===== config.mk =====
export PLATFORM = sky130hd
export DESIGN_NAME = shift_rows_pipe
export DESIGN_NICKNAME = d
export VERILOG_FILES = /design/src/rtl/shift_rows_pipe.sv
export SDC_FILE = /design/constraint.sdc
export NUM_CORES = 1
export LEC_CHECK = 0
export CORE_UTILIZATION = 50
export DETAILED_ROUTE_END_ITERATION = 10
export HOLD_SLACK_MARGIN = 0.12
export PLACE_DENSITY_LB_ADDON = 0.05
export SETUP_SLACK_MARGIN = 0.3
export SYNTH_ARGS = -nofsm -noshare
export SYNTH_HDL_FRONTEND = slang
export SYNTH_SLANG_ARGS = --single-unit

===== constraint.sdc =====
create_clock -name clk -period 2.1 [get_ports clk]
set_input_delay 0.42 -clock clk [delete_from_list [all_inputs] [get_ports clk]]
set_output_delay 0.42 -clock clk [all_outputs]
set_load 0.1 [all_outputs]

===== src/rtl/shift_rows_pipe.sv =====
// Registered AES/Rijndael ShiftRows stage for NB = 4, 6 or 8 state columns.
// The row rotation is applied combinationally to the incoming state, so only
// permuted data and its mode bit are stored. A main output register plus one
// skid register keep s_ready registered, with no combinational path from
// m_ready back to s_ready.
//
// Handshake: a beat moves on a rising edge where valid and ready are both 1.
// While m_valid = 1 and m_ready = 0, m_data/m_inv hold stable. s_ready only
// depends on occupancy, never on s_valid or m_ready in the same cycle.
module shift_rows_pipe #(
    parameter int NB    = 4,
    parameter int W     = 32 * NB,
    parameter int CNT_W = 16
) (
    input  logic             clk,
    input  logic             rst,
    input  logic             s_valid,
    output logic             s_ready,
    input  logic [W-1:0]     s_data,
    input  logic             s_inv,
    output logic             m_valid,
    input  logic             m_ready,
    output logic [W-1:0]     m_data,
    output logic             m_inv,
    output logic [CNT_W-1:0] xfer_count,
    output logic             busy
);

    // Only the three Rijndael block sizes have defined row offsets.
    if (!(NB == 4 || NB == 6 || NB == 8)) begin : g_bad_nb
        $error("shift_rows_pipe: NB must be 4, 6 or 8");
    end
    // W is derived from NB and exists only for port sizing.
    if (W != 32 * NB) begin : g_bad_w
        $error("shift_rows_pipe: W must equal 32*NB");
    end

    // Row rotation amount; the 256-bit block uses 0,1,3,4.
    function automatic int row_off(input int r);
        return (NB == 8 && r >= 2) ? r + 1 : r;
    endfunction

    // Occupancy of the main + skid registers, exposed for checkers.
    typedef enum logic [1:0] {
        EMPTY = 2'd0,
        ONE   = 2'd1,
        FULL  = 2'd2
    } state_t;

    state_t         state_q;
    state_t         state_d;
    logic           s_ready_q;
    logic [W-1:0]   perm_data;
    logic [W-1:0]   main_data_q;
    logic           main_inv_q;
    logic [W-1:0]   skid_data_q;
    logic           skid_inv_q;
    logic [CNT_W-1:0] count_q;
    logic           push;
    logic           pop;
    logic           load_main_in;
    logic           load_main_skid;
    logic           load_skid;

    assign push = s_valid & s_ready_q;
    assign pop  = m_valid & m_ready;

    // Byte-level row rotation of the incoming state (column-major byte map).
    always_comb begin
        perm_data = '0;
        for (int c = 0; c < NB; c++) begin
            for (int r = 0; r < 4; r++) begin
                perm_data[W-1-8*(4*c+r) -: 8] = s_inv
                    ? s_data[W-1-8*(4*((c - row_off(r) + NB) % NB) + r) -: 8]
                    : s_data[W-1-8*(4*((c + row_off(r)) % NB) + r) -: 8];
            end
        end
    end

    // Occupancy next-state and register load selects.
    always_comb begin
        state_d        = state_q;
        load_main_in   = 1'b0;
        load_main_skid = 1'b0;
        load_skid      = 1'b0;
        case (state_q)
            EMPTY: begin
                if (push) begin
                    load_main_in = 1'b1;
                    state_d      = ONE;
                end
            end
            ONE: begin
                if (push && pop) begin
                    load_main_in = 1'b1;
                end else if (push) begin
                    load_skid = 1'b1;
                    state_d   = FULL;
                end else if (pop) begin
                    state_d = EMPTY;
                end
            end
            FULL: begin
                if (pop) begin
                    load_main_skid = 1'b1;
                    state_d        = ONE;
                end
            end
            default: state_d = EMPTY;
        endcase
    end

    // Occupancy, registered ready and output handshake counter.
    always_ff @(posedge clk) begin
        if (rst) begin
            state_q   <= EMPTY;
            s_ready_q <= 1'b0;
            count_q   <= '0;
        end else begin
            state_q   <= state_d;
            s_ready_q <= (state_d != FULL);
            if (pop) begin
                count_q <= count_q + CNT_W'(1);
            end
        end
    end

    // Main output register and skid register datapath.
    always_ff @(posedge clk) begin
        if (rst) begin
            main_data_q <= '0;
            main_inv_q  <= 1'b0;
            skid_data_q <= '0;
            skid_inv_q  <= 1'b0;
        end else begin
            if (load_main_in) begin
                main_data_q <= perm_data;
                main_inv_q  <= s_inv;
            end else if (load_main_skid) begin
                main_data_q <= skid_data_q;
                main_inv_q  <= skid_inv_q;
            end
            if (load_skid) begin
                skid_data_q <= perm_data;
                skid_inv_q  <= s_inv;
            end
        end
    end

    assign s_ready    = s_ready_q;
    assign m_valid    = (state_q != EMPTY);
    assign m_data     = main_data_q;
    assign m_inv      = main_inv_q;
    assign xfer_count = count_q;
    assign busy       = (state_q != EMPTY);

endmodule


==> metrics.yaml <==
setup_path:
  critical_path_class: "register to register"
  required_ps: 2560
  worstSetupStartpointType: "register"
  reg2regPathDepth: 5
  cp_slowest_cell: "or3_4"
  r2r-end: "m_data[85]"
  critPathCaptureType: "register"
  worstPathCellList: "buf_4, or3_4, buf_16, or2_2, a21oi_1"
  max_stage_delay_ps: 430
  worstReg2RegStart: "state_q[1]"
  arrival_ps: 2240
  crit_path_start: "state_q[1]"
  cp_max_fo: 86
  crit_family: "simple AND/OR/NAND/NOR gates"
  reg2reg_slack_ps: 320
  crit_buf_inv: 2
clock_network:
  clk_pin_slew_ps: 60
  htreeDepth: 1
  cts_root_buf: "clkbuf_16"
  cts.sinks: 277
  cts_buffer_depth: 3
  tritoncts: "yes"
  cts_hold_buf: 0
  worstSkewPairLatency_ps: 540
  cts_buffers: 30
layout:
  final_cell_mix: "263 x dfxtp_1, 190 x nand2_1, 181 x buf_4"
  drive_above_1_share_pct: 28.8
  design_area_um2: 16300
  syn_to_final_growth_pct: 34.0
  num-nets-final: 1695
  final_common_cell: "dfxtp_1"
power:
  total_leakage_power_nw: 6.75
  p_per_area_nw_per_um2: 827
  finalPower_mw: 13.5
  ir_drop_mv: 0.547
sta:
  finalMaxSlewViolations: 0
  fin_skew_ps: 9.65
  timing.slew.headroom_pct: 72.1
  timing.hold.ws_ps: 260
  post-route-min-period_ps: 1780
  rsz0062_at_grt: "true"
  setup-violations-final: 0
  worstMarginPinSlew_ps: 417
  fin_crit_sh_pct: 84.7
  hold_viol_final: 0
  fmax_ghz: 0.562
global_route:
  grt_pass1_wl_um: 46500
  grt.overflow.total: 0
  antenna_found_initial: 4
  grt_max_degree: 87
  grt_pass1_vias: 9321
  grt.total_usage_pct: 23.1
drt:
  via_count: 9939
  wirelength_um: 29400
  dr.pass1.iters: 4
  post_drt_wl_per_cell_um: 15.4
  drt_iter0_drc: 602
  ant_nets: 0
  vias_per_cell: 5.21
  drc: 0
synth:
  yosysTopAreaCell: "dfxtp_1"
  seq_area_frac_synth_pct: 45.7
  synth_seq_cells: 277
  synth_top_area_share_pct: 45.7
  synthDistinctLibCells: 35
  synth_fp_nets: 1438
  synth.cell_area_um2: 12100
  syn_inst: 1304
  synth_area_leaders: "dfxtp_1 46%, mux2i_1 11%, mux2_2 6.2%"
  syn_area_per_cell_um2: 9.31
  synth_warnings: 0
hold_path:
  min-delay-start: "rst"
  worstHoldPathType: "input pin to register"
  hold_path_depth: 2
  min_to: "xfer_count[9]"
job:
  drv_cap: 0
floorplanning:
  start_util_pct: 51.4
  io_pins: 281
  fp.dieH_um: 158
  rows: 56
  dieArea_um2: 24900
  die-width_um: 158
  core_um2: 23600
run_status:
  status: "finished, final reports clean"
placed_design:
  dpl_cell_area_um2: 15200
  gp_congestion: 0.797
  dpl.hpwl_um: 19900
  port-buffer-count: 280
-- stage by stage --
step                cells  utilization (%)  setup WS (ps)  TNS, ps
floorplan            1304                -            309        0
global placement     1844             64.4           -131   -14100
detailed placement   1844             64.4           -158   -16130
CTS                  1900             68.7            315        0
global route         1906             68.9            273        0
finish               1906             68.9            320        0
-- cells in the mapped netlist (all sizes together) --
cell / count
dfxtp: 277
nand2: 191
nor2: 154
mux2i: 139
a211oi: 129
a21oi: 125
mux2: 67
clkbuf: 62
or2: 57
buf: 51
xnor2: 7
nand3: 6
nor2b: 5
nor3: 5
nor4: 4
or3: 4
inv: 3
nand2b: 3
o21ai: 3
nand4: 2
xor2: 2
a31o: 1
and3: 1
ha: 1
nand3b: 1
nand4b: 1
o211ai: 1
o21a: 1
o22a: 1
-- area by class of cell --
class	instances	area, um2
clock buffer	50	967
inverter	3	11.3
clock inverter	5	27.5
antenna	3	7.51
multi-input combinational	911	6050
fill	1954	7350
tap	319	399
sequential	277	5590
timing repair buffer	338	3200
-- sequential cells by signal, indices dropped and copies added, names as in the netlist --
name         flops
m_data         128
skid_data_q    128
xfer_count      16
state_q          2
m_inv            1
s_ready          1
skid_inv_q       1
-- power breakdown --
group | total, mW | switching (mW) | internal [mW]
clock network | 5.18 | 2.07 | 3.11
registers | 5.56 | 0.113 | 5.45
logic | 2.71 | 1.85 | 0.854
-- worst max-delay path by stage --
stage / depth (start not counted) / end
global route: 5 / m_data[85]
CTS: 2 / m_valid
finish: 5 / m_data[85]
floorplan: 5 / xfer_count[14]
detailed placement: 6 / m_data[54]
global placement: 6 / m_data[50]
-- what timing repair did --
action,in CTS,in global routing
hold endpoints to repair,0,0
cloned,0,0
buffers inserted,1,3
gates resized for setup,4,2
setup endpoints to repair,2,5
-- logic make-up (layout without fill, tap and decap cells) --
group / after synthesis / in the layout / synth area share (%)
simple gates: 434 / 434 / 15.2
flops: 277 / 277 / 45.7
compound gates: 261 / 261 / 16.0
mux: 206 / 206 / 17.7
buf+inv: 116 / 396 / 4.66
xor+xnor: 9 / 9 / 0.650
fa+ha+maj: 1 / 1 / 0.103
other cells: 0 / 3 / 0
-- layer usage --
metal  up-vias  wire length [um]  track usage [%]
li1       5024                 -                -
met1      4621             13000             29.9
met2       246             13800             37.9
met3        46              2030             5.53
met4         2               598             7.03
met5         -                13                0
(Power assumes the default switching activity.)
